--- src/rtl/mem_port_arbiter.sv ---
// Shares one external memory port between instruction fetch (read-only) and data access (read/write).
// One transaction at a time; data has priority, with a starvation guard for fetch and a watchdog on missing acks.
module mem_port_arbiter #(
    parameter int unsigned ADDR_W       = 32,
    parameter int unsigned DATA_W       = 32,
    parameter int unsigned STARVE_LIMIT = 4,
    parameter int unsigned TIMEOUT      = 255
) (
    input  logic              i_clk,
    input  logic              i_reset,
    // fetch requester
    input  logic              i_f_req,
    input  logic [ADDR_W-1:0] i_f_addr,
    output logic [DATA_W-1:0] o_f_rdata,
    output logic              o_f_done,
    // data requester
    input  logic              i_d_req,
    input  logic              i_d_we,
    input  logic [ADDR_W-1:0] i_d_addr,
    input  logic [DATA_W-1:0] i_d_wdata,
    output logic [DATA_W-1:0] o_d_rdata,
    output logic              o_d_done,
    output logic              o_err,
    output logic              o_stall_f_c,
    output logic              o_stall_m_c,
    // memory port
    output logic              o_mem_req,
    output logic              o_mem_we,
    output logic [ADDR_W-1:0] o_mem_addr,
    output logic [DATA_W-1:0] o_mem_wdata,
    input  logic [DATA_W-1:0] i_mem_rdata,
    input  logic              i_mem_ack
);

    localparam int unsigned STK_W    = (STARVE_LIMIT > 0) ? $clog2(STARVE_LIMIT + 1) : 1;
    localparam int unsigned TMO_W    = (TIMEOUT > 0) ? $clog2(TIMEOUT + 1) : 1;
    localparam bit          TMO_EN   = (TIMEOUT > 0);
    localparam int unsigned TMO_LAST = (TIMEOUT > 0) ? TIMEOUT - 1 : 0;

    typedef enum logic [1:0] {
        S_IDLE,
        S_WAIT_D,
        S_WAIT_F,
        S_RESP
    } state_t;

    state_t             r_state;
    logic [STK_W-1:0]   r_streak;
    logic [TMO_W-1:0]   r_tmo;
    logic               r_mem_req;
    logic               r_mem_we;
    logic [ADDR_W-1:0]  r_mem_addr;
    logic [DATA_W-1:0]  r_mem_wdata;
    logic [DATA_W-1:0]  r_f_rdata;
    logic [DATA_W-1:0]  r_d_rdata;
    logic               r_f_done;
    logic               r_d_done;
    logic               r_err;

    state_t             w_state_nxt;
    logic [STK_W-1:0]   w_streak_nxt;
    logic [TMO_W-1:0]   w_tmo_nxt;
    logic               w_mem_req_nxt;
    logic               w_mem_we_nxt;
    logic [ADDR_W-1:0]  w_mem_addr_nxt;
    logic [DATA_W-1:0]  w_mem_wdata_nxt;
    logic [DATA_W-1:0]  w_f_rdata_nxt;
    logic [DATA_W-1:0]  w_d_rdata_nxt;
    logic               w_f_done_nxt;
    logic               w_d_done_nxt;
    logic               w_err_nxt;

    logic               w_starved;
    logic               w_grant_d;
    logic               w_expire;
    logic               w_is_data;

    // Fetch wins only once data has won STARVE_LIMIT contested grants in a row.
    assign w_starved = i_f_req && (r_streak == STK_W'(STARVE_LIMIT));
    assign w_grant_d = i_d_req && !w_starved;
    // An ack in the final watchdog cycle still completes normally.
    assign w_expire  = TMO_EN && (r_tmo == TMO_W'(TMO_LAST)) && !i_mem_ack;
    assign w_is_data = (r_state == S_WAIT_D);

    always_comb begin
        w_state_nxt     = r_state;
        w_streak_nxt    = r_streak;
        w_tmo_nxt       = r_tmo;
        w_mem_req_nxt   = r_mem_req;
        w_mem_we_nxt    = r_mem_we;
        w_mem_addr_nxt  = r_mem_addr;
        w_mem_wdata_nxt = r_mem_wdata;
        w_f_rdata_nxt   = r_f_rdata;
        w_d_rdata_nxt   = r_d_rdata;
        w_f_done_nxt    = 1'b0;
        w_d_done_nxt    = 1'b0;
        w_err_nxt       = 1'b0;

        case (r_state)
            S_IDLE: begin
                w_tmo_nxt = '0;
                if (w_grant_d) begin
                    w_state_nxt     = S_WAIT_D;
                    w_mem_req_nxt   = 1'b1;
                    w_mem_we_nxt    = i_d_we;
                    w_mem_addr_nxt  = i_d_addr;
                    w_mem_wdata_nxt = i_d_wdata;
                    if (!i_f_req) begin
                        w_streak_nxt = '0;
                    end else if (r_streak != STK_W'(STARVE_LIMIT)) begin
                        w_streak_nxt = r_streak + STK_W'(1);
                    end
                end else if (i_f_req) begin
                    w_state_nxt     = S_WAIT_F;
                    w_mem_req_nxt   = 1'b1;
                    w_mem_we_nxt    = 1'b0;
                    w_mem_addr_nxt  = i_f_addr;
                    w_mem_wdata_nxt = '0;
                    w_streak_nxt    = '0;
                end
            end

            S_WAIT_D, S_WAIT_F: begin
                if (i_mem_ack || w_expire) begin
                    w_state_nxt   = S_RESP;
                    w_mem_req_nxt = 1'b0;
                    w_err_nxt     = w_expire;
                    if (w_is_data) begin
                        w_d_done_nxt = 1'b1;
                        if (!r_mem_we) begin
                            w_d_rdata_nxt = w_expire ? '0 : i_mem_rdata;
                        end
                    end else begin
                        w_f_done_nxt  = 1'b1;
                        w_f_rdata_nxt = w_expire ? '0 : i_mem_rdata;
                    end
                end else begin
                    w_tmo_nxt = r_tmo + TMO_W'(1);
                end
            end

            S_RESP: begin
                w_state_nxt = S_IDLE;
            end

            default: begin
                w_state_nxt   = S_IDLE;
                w_mem_req_nxt = 1'b0;
            end
        endcase
    end

    always_ff @(posedge i_clk) begin
        if (i_reset) begin
            r_state     <= S_IDLE;
            r_streak    <= '0;
            r_tmo       <= '0;
            r_mem_req   <= 1'b0;
            r_mem_we    <= 1'b0;
            r_mem_addr  <= '0;
            r_mem_wdata <= '0;
            r_f_rdata   <= '0;
            r_d_rdata   <= '0;
            r_f_done    <= 1'b0;
            r_d_done    <= 1'b0;
            r_err       <= 1'b0;
        end else begin
            r_state     <= w_state_nxt;
            r_streak    <= w_streak_nxt;
            r_tmo       <= w_tmo_nxt;
            r_mem_req   <= w_mem_req_nxt;
            r_mem_we    <= w_mem_we_nxt;
            r_mem_addr  <= w_mem_addr_nxt;
            r_mem_wdata <= w_mem_wdata_nxt;
            r_f_rdata   <= w_f_rdata_nxt;
            r_d_rdata   <= w_d_rdata_nxt;
            r_f_done    <= w_f_done_nxt;
            r_d_done    <= w_d_done_nxt;
            r_err       <= w_err_nxt;
        end
    end

    assign o_f_rdata   = r_f_rdata;
    assign o_f_done    = r_f_done;
    assign o_d_rdata   = r_d_rdata;
    assign o_d_done    = r_d_done;
    assign o_err       = r_err;
    assign o_mem_req   = r_mem_req;
    assign o_mem_we    = r_mem_we;
    assign o_mem_addr  = r_mem_addr;
    assign o_mem_wdata = r_mem_wdata;

    // Pipeline stalls release in the same cycle the done pulse arrives.
    assign o_stall_f_c = i_f_req && !r_f_done;
    assign o_stall_m_c = i_d_req && !r_d_done;

endmodule
--- config.mk ---
export PLATFORM = sky130hd
export DESIGN_NAME = mem_port_arbiter
export DESIGN_NICKNAME = d
export VERILOG_FILES = /design/src/rtl/mem_port_arbiter.sv
export SDC_FILE = /design/constraint.sdc
export NUM_CORES = 1
export LEC_CHECK = 0
export CORE_MARGIN = 2
export CORE_UTILIZATION = 23
export DETAILED_ROUTE_END_ITERATION = 12
export SETUP_SLACK_MARGIN = 0.1
export SYNTH_ARGS = -nofsm -noshare
export SYNTH_HDL_FRONTEND = slang
export SYNTH_SLANG_ARGS = --single-unit
export TNS_END_PERCENT = 5
--- constraint.sdc ---
create_clock -name i_clk -period 2.2 [get_ports i_clk]
set_input_delay 0.44 -clock i_clk [delete_from_list [all_inputs] [get_ports i_clk]]
set_output_delay 0.44 -clock i_clk [all_outputs]
set_load 0.05 [all_outputs]
==> Yosys cells after proc, flatten, opt, wreduce, memory -nomap -nowiden <==
Index checks and enable logic that the tools add are counted.
{ "word_totals": {"reg_bits": 146, "inputBits": 134, "out_inout_bits": 135, "wordCells": 73} }
{ "classes": {"n_addsub": 2, "n_eq_ne": 10, "n_mux": 23, "bitwise_logic": 4, "n_reduce_logical": 22} }
{ "op_table": {"columns": ["op", "n"], "rows": [
  ["2-to-1 mux 32 bit", 5],
  ["one-hot mux 8 bit (2 select lines)", 1],
  ["2-to-1 mux 3 bit", 4],
  ["AND reduction 3 bit", 3],
  ["adder 8 x 1 -> 8 bit, second input constant", 1],
  ["== test 8 bit, second input constant", 1],
  ["2-to-1 mux 8 bit", 1],
  ["2-to-1 mux 1 bit", 7],
  ["2-to-1 mux 2 bit", 3],
  ["inequality test 3 bit, second input constant", 2],
  ["one-hot mux 2 bit (3 select lines)", 1],
  ["AND reduction 2 bit", 3],
  ["logical AND 1 bit", 5],
  ["== test 2 bit, second input constant", 2],
  ["logical NOT 1 bit", 4],
  ["inequality test 2 bit, second input constant", 2],
  ["inverter 1 bit", 4],
  ["AND reduction 4 bit", 1],
  ["nonzero test 2 bit", 2],
  ["adder 3 x 1 -> 3 bit, second input constant", 1],
  ["== test 3 bit, second input constant", 1],
  ["inequality test 3 x 2 -> 1 bit, second input constant", 1],
  ["OR reduction 3 bit", 1],
  ["== test 2 x 1 -> 1 bit, second input constant", 1],
  ["4 further kinds", 4]
]} }

==> Longest topological paths before layout <==
Gate-level depths: netlist of the first run.
{ "depth": {"ltp_word": 6, "depth_mapped": 10, "mapped_depth_nobuf": 6} }

==> Worst setup path before layout of the first run <==
Ideal clock, no wire load.
{ "synth_timing": {"path_type": "input to output", "startpoint": "input port i_f_req", "endpoint": "output port o_stall_f_c", "arrival_time_ps": 1311, "required_ps": 1760, "slack_ps": 449, "stages": 2, "n_path_buf": 1, "path_cell_list": "buf_2 nor2b_1"} }
{ "synth_between": {"elab_chain_cells": 1} }
{ "synth_lines": {"columns": ["element", "line_no", "rtl"], "rows": [
  ["start: declaration", "12", "input logic i_f_req,"],
  ["logical AND 1 bit", "194", "assign o_stall_f_c = i_f_req && !r_f_done;"],
  ["end: declaration", "24", "output logic o_stall_f_c,"]
]} }
Every way passes these cells.

==> Worst setup path after layout of the first run <==
{ "layout_timing": {"startpoint": "register r_mem_addr[6] (netlist: o_mem_addr[6])", "endpoint": "output port o_mem_addr[6]"} }
{ "layout_lines": {"columns": ["element", "line_no", "rtl"], "rows": [
  ["start: declaration", "52", "logic [ADDR_W-1:0] r_mem_addr;"],
  ["start signal: assignment", "173", "r_mem_addr <= w_mem_addr_nxt;"],
  ["end: declaration", "29", "output logic [ADDR_W-1:0] o_mem_addr,"]
]} }
No word-level cell between the ends.

==> results of run 1 <==
state kept, by name, indices dropped and copies added, names as in the netlist:
register / flops
o_d_rdata: 32
r_tmo: 8
r_streak: 3
o_err: 1
o_f_done: 1
o_mem_we: 1
o_mem_wdata: 32
o_d_done: 1
o_mem_addr: 32
r_state: 2
o_mem_req: 1
o_f_rdata: 32
timing repair:
item / in CTS / in global routing
setup buffers: 0 / 0
pin swaps: 0 / 0
setup endpoints to repair: 3 / 14
gates resized for setup: 1 / 1
kinds of logic (layout without fill, tap and decap cells):
group	count (synthesis)	in the layout	synth area share (%)
muxes	1	1	0.164
DFF	146	146	47.8
AOI/OAI and AO/OA	255	255	27.0
other	0	1	0
buffers and inverters	81	331	6.52
adders and majority gates	6	6	1.23
and+or+nand+nor	245	245	17.3
power breakdown:
part | switching [W] | internal [W] | leakage [nW]
sequential | 0.000255 | 0.00313 | 1.19
combinational | 0.00362 | 0.00186 | 1.82
clock | 0.00130 | 0.00163 | 0.285
total | 0.00517 | 0.00662 | 3.29
metrics by stage:
stage / instances / worst slack, ps / hold slack, ps / utilization, % / total power, W
3_5_place_dp: 1287 / 98.4 / 443 / 35.2 / 0.00897
2_1_floorplan: 734 / 449 / 449 / - / 0.00707
6_report: 1320 / 133 / 449 / 37.4 / 0.0118
3_3_place_gp: 1287 / 157 / 438 / 35.2 / 0.00893
4_1_cts: 1319 / 89.3 / 452 / 37.4 / 0.0120
5_1_grt: 1319 / 66.7 / 474 / 37.4 / 0.0125
cell type report:
class,count,area (sq um),share of cell area (%)
tap,335,419,4.30
multi-input combinational,507,2820,28.9
sequential,146,2920,30.0
timing repair buffer,292,2980,30.6
antenna,1,2.50,0.0256
clock inverter,14,148,1.51
clock buffer,18,439,4.50
inverter,7,26.3,0.269
cell usage in the layout, fill, tap and decap left out, types with 2 or more instances in the layout:
cell             netlist  layout
inv_8                  0       4
a211oi_1              33      33
nand4_1                4       4
a31oi_1                2       2
or3_1                  2       2
clkinv_4               0       4
nand3_1               37      37
ha_1                   6       6
nand2b_1               5       5
clkinvlp_4             0       2
a311oi_1              69      69
clkdlybuf4s50_1        0     263
inv_1                  7       7
buf_12                 0      10
o21ai_2                2       2
nor2b_4                0       2
buf_4                  4      17
nor2_1                39      39
dfxtp_1              146     146
nand2_1              141     141
clkbuf_16              0      17
a21oi_1              139     139
nor2b_1                6       4
inv_6                  0       2
metal layers:
layer	vias to the layer above	share of wire, %	GRT usage (%)	wire length, um
met3	22	10	5.92	2090
met5	-	0	0	0
met2	251	45	23.3	9380
li1	3137	-	-	-
met4	0	1.6	4.39	325
met1	2905	43	18.0	8920
path summary, 6_finish.rpt:
path	from	slack [ps]	cells after the start	end
worst max register to register	r_state[0]$_SDFFE_PP0P_	280	7	o_d_rdata[26]$_SDFFE_PP0P_
worst min register to register	o_mem_wdata[1]$_SDFFE_PP0P_	450	2	o_mem_wdata[1]$_SDFFE_PP0P_
worst min-delay path	o_mem_wdata[1]$_SDFFE_PP0P_	450	2	o_mem_wdata[1]$_SDFFE_PP0P_
worst max-delay path	o_mem_addr[6]$_SDFFE_PP0P_	130	1	o_mem_addr[6]
cells in the mapped netlist (4+ instances only):
master      n
nand2b_1    5
a211oi_1   33
inv_1       7
nand4_1     4
nor2b_1     6
buf_2      22
nand2_1   141
buf_6       7
nor2_1     39
a21oi_1   139
nand3_1    37
dfxtp_1   146
clkbuf_1   37
buf_4       4
a311oi_1   69
buf_1       4
ha_1        6
==> flow_summary.json, run 1 <==
{
  "drv_cap": 0,
  "place_congestion": 0.784,
  "cts_buffers": 17,
  "cpPeakStageDelay_ps": 830,
  "antenna_found_initial": 0,
  "outcome": "finished clean",
  "detail_route.wl_per_cell_um": 15.7,
  "die_area_sq_um": 27900,
  "dr.pass1.iters": 5,
  "syn-num-nets": 874,
  "synth_top_area_share_pct": 47.8,
  "post_drt_via_cell_ratio": 4.78,
  "ys_ff_latch": 146,
  "holdBufCountCts": 0,
  "num_rows": 59,
  "drive_above_1_share_pct": 6.91,
  "clk_root_buffer_cell": "clkbuf_16",
  "die_w_um": 167,
  "design_area_sq_um": 9760,
  "drtIter0Drc": 435,
  "drv_slew": 0,
  "cts_tree": "yes",
  "hold_path.class": "reg -> reg",
  "cts.clk_slew.worst_paths_ps": 70,
  "cp_max_fo": 2,
  "insertion_delay_ps": 420,
  "track_usage_pct": 14.6,
  "syn_to_final_growth_pct": 59.5,
  "crit_chain": "clkdlybuf4s50_1",
  "vias": 6315,
  "io_pins": 269,
  "core_area_sq_um": 26100,
  "slowest_stage": "clkdlybuf4s50_1",
  "synth_area_sq_um": 6120,
  "path_buf_inv": 1,
  "synthFlopType": "dfxtp_1",
  "slew_headroom_pct": 59.9,
  "fin_setup_tns_ps": 0,
  "placed_area_sq_um": 9170,
  "port_buffers": 268,
  "place.detailed.hpwl_um": 13700,
  "setup_viol": 0,
  "startpoint_type": "flop",
  "tightest_slew_ps": 601,
  "grt_pass1_vias": 6180,
  "finalCritPeriodShare_pct": 94.0,
  "num-nets-final": 1111,
  "power_density_nw_per_um2": 1210,
  "detail-route-antenna-nets": 0,
  "min_period_ps": 2070,
  "totalWireLength_um": 20700,
  "drc": 0,
  "synth_cells": 734,
  "overflow": 0,
  "synth_edf_count": 0,
  "clock-sinks": 146,
  "cp_data_arrival_time_ps": 1630,
  "timing.fmax_ghz": 0.484,
  "die_y_um": 167,
  "p_leak_nw": 3.29,
  "n_fill_cell": 2672,
  "clockBufferDepth": 2,
  "grt_max_degree": 74,
  "path_delay_family": "buffers and inverters",
  "yosys_warnings": 0,
  "finalHoldViolCount": 0,
  "rsz0062_at_grt": "true",
  "htreeDepth": 4,
  "start_util_pct": 23.5,
  "endpoint_kind": "primary output",
  "clock_skew_ps": 11.2,
  "seq_area_frac_synth_pct": 47.8,
  "syn_area_per_cell_sq_um": 8.33,
  "async_flop_share_pct": 0,
  "synth_top_area_cell": "dfxtp_1",
  "ir_worst_vdd_uv": 536,
  "yosysUniqueCellTypes": 41,
  "synth_area_leaders": "dfxtp_1 (48%), a21oi_1 (11%), a311oi_1 (9.9%), nand2_1 (8.7%), a211oi_1 (4.0%)",
  "grt_first_pass_wirelength_um": 33200,
  "crit_type": "reg -> out",
  "crit_required_ps": 1760
}
No activity file was read; power rests on OpenSTA's default activity.
==> inputs of run 2 (changes only) <==
--- a/config.mk
+++ b/config.mk
@@ -7,7 +7,9 @@
 export LEC_CHECK = 0
 export CORE_MARGIN = 2
 export CORE_UTILIZATION = 23
+export CTS_CLUSTER_SIZE = 28
 export DETAILED_ROUTE_END_ITERATION = 12
+export GPL_TIMING_DRIVEN = 0
 export SETUP_SLACK_MARGIN = 0.1
 export SYNTH_ARGS = -nofsm -noshare
 export SYNTH_HDL_FRONTEND = slang
==> run 2 against run 1 <==
  * Sequential power hardly changed
  * Via count grew 4.0%
  * Die area unchanged
  * Final cell count increased by 3.6%
  * Non-clock buffer count up 48
  * Design area increased by 0.67%
  * Clock-buffer cell count did not move
  * Clock power is 4% higher
  * Critical path depth up 2
  * Worst setup slack got worse by 11 ps
  * Routed wire length is 13% higher
  * Critical endpoint is now o_stall_m_c
  * Largest cell class unchanged
==> flow_summary.json, run 2 (same netlist as run 1, synthesis figures left out) <==
{
  "insertion_delay_ps": 420,
  "outcome": "finished clean",
  "finalCritPeriodShare_pct": 94.4,
  "die_y_um": 167,
  "num-nets-final": 1159,
  "grt_max_degree": 17,
  "rsz0062_at_grt": "true",
  "clock-sinks": 146,
  "p_switching_w": 0.00537,
  "die_area_sq_um": 27900,
  "overflow": 0,
  "num_rows": 59,
  "power.internal_w": 0.00670,
  "timing.fmax_ghz": 0.481,
  "io_pins": 269,
  "hold_path.class": "in -> reg",
  "p_leak_nw": 3.35,
  "cpPeakStageDelay_ps": 640,
  "ir_worst_vdd_uv": 583,
  "cp_max_fo": 7,
  "drv_cap": 0,
  "setup_viol": 0,
  "cts.clk_slew.worst_paths_ps": 70,
  "whs_path_depth": 3,
  "crit_chain": "clkdlybuf4s50_1, nor2b_1, clkdlybuf4s15_2",
  "vias": 6568,
  "antenna_cells": 0,
  "path_delay_family": "buffers and inverters",
  "clockBufferDepth": 2,
  "detail_route.wl_per_cell_um": 17.2,
  "clkPwrFrac_pct": 25.4,
  "slew_headroom_pct": 55.1,
  "place.detailed.hpwl_um": 17300,
  "detail-route-antenna-nets": 0,
  "syn_to_final_growth_pct": 60.6,
  "drtIter0Drc": 454,
  "pwr-share-comb_pct": 46.4,
  "totalWireLength_um": 23500,
  "place_congestion": 0.818,
  "finalHoldViolCount": 0,
  "clk_root_buffer_cell": "clkbuf_16",
  "hold_ws_ps": 359,
  "die_w_um": 167,
  "crit_required_ps": 1760,
  "clock_skew_ps": 11.5,
  "start_util_pct": 23.5,
  "antenna_found_initial": 0,
  "layout_commonest_cell": "clkdlybuf4s50_1",
  "cp_data_arrival_time_ps": 1640,
  "crit_type": "in -> out",
  "holdBufCountCts": 0,
  "dr.pass1.iters": 4,
  "switching_share_pct": 44.5,
  "core_area_sq_um": 26100,
  "post_drt_via_cell_ratio": 4.80,
  "path_buf_inv": 2,
  "track_usage_pct": 16.4,
  "setup_ws_ps": 122,
  "final_cell_mix": "clkdlybuf4s50_1 (259), dfxtp_1 (145), nand2_1 (141), a21oi_1 (138), a311oi_1 (69)",
  "cts_buffers": 17,
  "path_depth": 3,
  "endpoint_kind": "primary output",
  "grt_pass1_vias": 6498,
  "htreeDepth": 4,
  "tightest_slew_ps": 673,
  "port_buffers": 266,
  "drv_slew": 0,
  "place_ws_ps": -292,
  "min_period_ps": 2080,
  "pwr-share-seq_pct": 28.2,
  "drive_above_1_share_pct": 7.85,
  "drc": 0,
  "slowest_stage": "clkdlybuf4s50_1",
  "rr_worst_depth": 6,
  "grt_first_pass_wirelength_um": 36400,
  "cts_tree": "yes",
  "power_density_nw_per_um2": 1230,
  "startpoint_type": "input pin"
}
## run 2: layout make-up
cell class | count | area [sq um]
fillers | 2676 | 16200
repair buffers | 266 | 2660
plain buffers | 74 | 384
clock buffers | 18 | 439
inverters | 7 | 26.3
multi-input cells | 507 | 2810
clock inverters | 14 | 166
well taps | 335 | 419
flip-flops and latches | 146 | 2920
## run 2: path summary, 6_finish.rpt
kind,to,startpoint,slack (ps)
worst max-delay path,o_stall_m_c,i_d_req,120
worst min-delay path,r_streak[1]$_SDFFE_PP0P_,i_f_req,360
worst max register to register,o_f_done$_SDFF_PP0_,r_state[0]$_SDFFE_PP0P_,140
worst min register to register,o_mem_wdata[1]$_SDFFE_PP0P_,o_mem_wdata[1]$_SDFFE_PP0P_,450
## run 2: metrics by stage
| step | instance area (sq um) | power, W | cells | TNS [ps] | util [%] |
|---|---|---|---|---|---|
| 6_report | 9820 | 0.0121 | 1367 | 0 | 37.7 |
| 3_3_place_gp | 9200 | 0.00905 | 1335 | -12840 | 35.3 |
| 4_1_cts | 9810 | 0.0122 | 1367 | 0 | 37.6 |
| 5_1_grt | 9820 | 0.0128 | 1367 | 0 | 37.7 |
| 3_5_place_dp | 9200 | 0.00907 | 1335 | -13310 | 35.3 |
| 2_1_floorplan | 6120 | 0.00707 | 734 | 0 | - |
## run 2: power by group through the flow
stage	Sequential, W	Combinational, W	Clock, W
6_report	0.00340	0.00560	0.00306
5_1_grt	0.00347	0.00604	0.00325
4_1_cts	0.00340	0.00562	0.00314
3_5_place_dp	0.00345	0.00561	0
3_3_place_gp	0.00344	0.00560	0
2_1_floorplan	0.00496	0.00211	0
## run 2: routing by layer
metal	up-vias	track usage [%]	share of wire [%]	wire, um
met5	-	0	0	0
met1	3051	20.8	45	10500
met4	0	5.58	2.0	469
met3	23	5.66	8.1	1910
li1	3240	-	-	-
met2	254	26.1	45	10600
## run 2: tightest hold or removal path: stages
cell	delay, ps
buf_2	150
nand4_1	80
a21oi_1	60
## run 2: repair_timing
action / 4_1_cts / 5_1_grt
buffers inserted: 0 / 0
setup endpoints to repair: 22 / 69
gates resized for setup: 15 / 8
